[src/rtl/timing2.sv]
// Bus-cycle timing generator: splits the 16 MHz clock into a 16-slot frame and
// derives the 8 MHz clock, slot strobes and CPU half-frame controls from it.
module timing2 #(
    parameter int SPI_SLOT       = 6,
    parameter int VIDEO_SLOT     = 2,
    parameter int CPU_SLOT_START = 8
) (
    input  logic       clk_16_i,
    input  logic       reset_i,
    output logic       clk_8_o,
    output logic       spi_enable_o,
    output logic       video_enable_o,
    output logic       cpu_be_o,
    output logic       cpu_enable_o,
    output logic       clk_1_o,
    output logic [3:0] count_o
);

    localparam int N_STROBES = 3;
    localparam logic [3:0] CPU_START_CNT = 4'(CPU_SLOT_START);
    // Strobe index 0 = SPI, 1 = video, 2 = CPU phi2 end (last slot of frame).
    localparam logic [N_STROBES-1:0][3:0] STROBE_SLOT =
        {4'd15, 4'(VIDEO_SLOT), 4'(SPI_SLOT)};

    generate
        if (SPI_SLOT == VIDEO_SLOT || SPI_SLOT < 0 || VIDEO_SLOT < 0 ||
            SPI_SLOT >= CPU_SLOT_START || VIDEO_SLOT >= CPU_SLOT_START ||
            CPU_SLOT_START < 1 || CPU_SLOT_START > 15) begin : g_bad_params
            $fatal(1, "timing2: illegal slot parameters");
        end
    endgenerate

    logic [3:0]           count_reg;
    logic [3:0]           count_next;
    logic                 clk_8_reg;
    logic                 cpu_be_reg;
    logic [N_STROBES-1:0] strobe_bits;

    always_comb begin
        count_next = count_reg + 4'd1;
    end

    // Outputs are registered from count_next so they line up with count_o.
    always_ff @(posedge clk_16_i or posedge reset_i) begin
        if (reset_i) begin
            count_reg  <= 4'd0;
            clk_8_reg  <= 1'b0;
            cpu_be_reg <= 1'b0;
        end else begin
            count_reg  <= count_next;
            clk_8_reg  <= ~clk_8_reg;
            cpu_be_reg <= (count_next >= CPU_START_CNT);
        end
    end

    genvar gi;
    generate
        for (gi = 0; gi < N_STROBES; gi++) begin : g_strobe
            logic hit_reg;
            always_ff @(posedge clk_16_i or posedge reset_i) begin
                if (reset_i) begin
                    hit_reg <= 1'b0;
                end else begin
                    hit_reg <= (count_next == STROBE_SLOT[gi]);
                end
            end
            assign strobe_bits[gi] = hit_reg;
        end
    endgenerate

    assign count_o        = count_reg;
    assign clk_8_o        = clk_8_reg;
    assign cpu_be_o       = cpu_be_reg;
    assign clk_1_o        = cpu_be_reg;
    assign spi_enable_o   = strobe_bits[0];
    assign video_enable_o = strobe_bits[1];
    assign cpu_enable_o   = strobe_bits[2];

endmodule

[config.mk]
export PLATFORM = sky130hd
export DESIGN_NAME = timing2
export DESIGN_NICKNAME = d
export VERILOG_FILES = /design/src/rtl/timing2.sv
export SDC_FILE = /design/constraint.sdc
export NUM_CORES = 1
export LEC_CHECK = 0
export BUFFER_PORTS_ARGS = -buffer_cell sky130_fd_sc_hd__buf_4
export CAP_MARGIN = 20
export CORE_MARGIN = 5
export CORE_UTILIZATION = 25
export CTS_BUF_LIST = sky130_fd_sc_hd__clkbuf_16
export CTS_CLUSTER_DIAMETER = 120
export CTS_CLUSTER_SIZE = 24
export DETAILED_ROUTE_END_ITERATION = 6
export PLACE_DENSITY = 0.5
export SETUP_SLACK_MARGIN = 0.15
export SYNTH_ARGS = -nofsm -noshare
export SYNTH_HDL_FRONTEND = slang
export SYNTH_SLANG_ARGS = --single-unit
[constraint.sdc]
create_clock -name clk_16_i -period 1.75 [get_ports clk_16_i]
set_input_delay 0.175 -clock clk_16_i [delete_from_list [all_inputs] [get_ports clk_16_i]]
set_output_delay 0.175 -clock clk_16_i [all_outputs]
set_load 0.01 [all_outputs]
# == Word level (Yosys, flattened, before mapping) ==
# Index checks and enable logic that the tools add are counted.
# word_totals
reg_bits,9
input_bits,2
out_inout_bits,10
word_cells,12
# op_classes
addsub,1
n_lt_le_gt_ge,1
n_eq_ne,3
bitwise,1
# op_table
operator,n
$add 4x1->4 const B,1
$eq 4x2->1 const B,1
$eq 4x3->1 const B,1
$eq 4x4->1 const B,1
$ge 4x4->1 const B,1
$not 1->1,1

# == Depth between registers and ports, before layout ==
# logic_depth
word_depth,2
mapped_depth,5
mapped_depth_nobuf,5

# == Least setup slack after synthesis ==
# Ideal clock, no wire load.
# synth_timing
path_kind,reg2reg
from,register count_reg[0] (netlist: count_o[0])
to,register g_strobe[1].hit_reg (netlist: video_enable_o)
t_arrival_ps,1127
slack_ps,557
path_stages_with_launch,5
path_buffers,1
synth_period_minus_slack_ps,1193
path_cell_list,dfrtp_1 > ha_1 > clkbuf_2 > nor4b_2 > a41o_1
# synth_via
elab_chain_cells,2
# synth_rtl
element,line_no,source
start: declaration,33,logic [3:0] count_reg;
start signal: assignment,50,count_reg <= count_next;
$add 4x1->4,40,count_next = count_reg + 4'd1;
$eq 4x2->1,64,hit_reg <= (count_next == STROBE_SLOT[gi]);
end signal: assignment,64,
end: declaration,59,logic hit_reg;
# No other way between the ends.

# == Worst setup path after layout ==
# layout_timing
from,register count_reg[1] (netlist: count_o[1])
to,register g_strobe[1].hit_reg (netlist: video_enable_o)
# The elaborated chain is that of the path after synthesis.

==> flow_summary.ini <==
[yosys]
ys_ff_latch = 9
synth_seq_area_share_pct = 51.72
yosys_warnings = 0
syn_area_um2 = 435.4
synthCells = 36
synth_cell_types = 19
syn_nets = 41
ys_top_cells_by_area = dfrtp_1, ha_1, inv_1
avgSynthCellArea_um2 = 12.09
synth.largest_area_cell = dfrtp_1
synth_top_area_share_pct = 51.72

[outcome]
run_status = finished clean

[timing]
rsz0062_at_grt = false
fin_crit_sh_pct = 70.43
hold_viol = 0
slew_headroom_pct = 76.61
post-route-min-period_ps = 1233
fmax_ghz = 0.8113
fin_tns_setup_ps = 0
finClkSkew_ps = 0.6581
worst_slew_pin_slew_ps = 350.5
drv_slew = 0
finalSetupViolations = 0
worst_slack_ps = 517.4

[cells_and_area]
seq_area_um2 = 225.2
drive_gt1_share_pct = 37.50
multi_input_area_um2 = 162.7
syn2layout_area_growth_pct = 37.64
layout.nets = 54
final_core_util_pct = 35.48
final_common_cell = buf_4
antenna_cells = 0
fillerInstances = 173
layout_common_cells = buf_4, dfrtp_1, inv_1

[cts]
clk_latency_ps = 230
numCtsBuffers = 3
htree_levels = 1
ctsLongestPathBuffers = 2
cts.sinks = 9
cts_tree = yes
cts_resized = 0
path_clk_slew_ps = 40
cts_root_buf = clkbuf_16

[pwr]
p_leak_nw = 0.3124
ir_worst_vdd_uv = 463.2
power.density_nw_per_um2 = 1019
power.total_uw = 610.4

[setup_path]
cpLargestDelayFamily = flip-flops
arrival_ps = 1350
worst_setup_path_start_kind = register
worstPathRequired_ps = 1870
crit_path_max_incr_delay_ps = 440
critPathCaptureType = register
crit_chain = inv_1, ha_1, nor4b_2, a41o_1
critPathMaxFanout = 6
critPathSlowestCell = dfrtp_1
worst-setup-path-type = register to register
critPathBufInv = 1

[route]
firstDrtPassIters = 3
vias = 278
drc = 0
viasPerCell = 4.277
ant_nets = 0
drtIter0Drc = 3
finalWirelength_um = 731
wire_per_inst_um = 11.25

[grt]
grt_usage_pct = 7.190
grt_pass1_vias = 269
grt_max_degree = 10
antenna_found_initial = 0
grt_overflow_total = 0
grt_pass1_wl_um = 1242

[die]
die_h_um = 51.74
row_count = 15
die_width_um = 51.74
initial_core_util_pct = 25.78
ios = 12
coreArea_um2 = 1689
die-area_um2 = 2677

[place]
post-dp-hpwl_um = 550.7
port_buffers = 11
place_worst_setup_slack_ps = 524.2
gp_congestion = 0.6916

[hold_path]
hold_class = register to register

[run]
cap_violations = 0
==> metal layers <==
layer  wire length [um]  vias up  part of all wire (%)  GRT usage [%]
met1                329      127                    45          7.993
met3                 90        2                    12          5.444
met4                 23        0                   3.1          6.550
met2                289       13                    40          8.475
met5                  0        -                     0              0
li1                   -      136                     -              -
==> repair_timing <==
item | in CTS | in global routing
buffers inserted | 0 | 0
hold buffers | 1 | 0
hold endpoints to repair | 9 | 0
==> kinds of logic after synthesis <==
logic type	share of synthesized area, %
buf+inv	10.92
flops	51.73
simple gates	11.49
xor+xnor	9.772
compound gates	7.471
fa+ha+maj	8.622
==> worst paths after layout <==
path,from,to,slack (ps),depth (start not counted)
max,count_o[1],video_enable_o,520,4
min,clk_8_o,clk_8_o,420,1
max reg2reg,count_o[1],video_enable_o,520,4
min reg2reg,clk_8_o,clk_8_o,420,1
max in group asynchronous,reset_i,video_enable_o,1030,3
min in group asynchronous,reset_i,spi_enable_o,470,3
==> Yosys cell counts <==
cell type  number
a32o_1          1
a41o_1          1
buf_2           1
buf_4           1
buf_6           1
clkbuf_2        1
dfrtp_1         9
ha_1            3
inv_1           5
nand2_1         2
nand2_2         1
nand3_1         1
nand4b_1        1
nor2_1          2
nor4b_2         1
o31ai_2         1
xnor2_1         2
xor2_1          1
xor2_2          1
==> state kept, by name, summed over array words and instances, names as in the netlist <==
name            count
clk_8_o             1
count_o             4
video_enable_o      1
spi_enable_o        1
cpu_enable_o        1
clk_1_o             1
==> per-stage QoR <==
stage,instance area (um^2),hold WS (ps),instances
finish,599.3,415.7,65
global route,599.3,447.1,65
CTS,599.3,422.3,65
detailed placement,510.5,168.2,60
global placement,510.5,165.4,60
floorplan,435.4,2.918,36
==> area by class of cell <==
cell class | count | share of cell area (%)
inverter | 5 | 3.132
sequential | 9 | 37.58
multi-input combinational | 18 | 27.14
clock buffer | 3 | 12.53
tap | 17 | 3.549
clock inverter | 1 | 0.6263
timing repair buffer | 12 | 15.45
==> power breakdown <==
part / leakage, nW / switching (mW) / internal [mW]
Clock: 0.0423 / 0.0957 / 0.298
Combinational: 0.152 / 0.00448 / 0.00299
Sequential: 0.118 / 0 / 0.209
Total: 0.312 / 0.100 / 0.510
(Power assumes the default switching activity.)
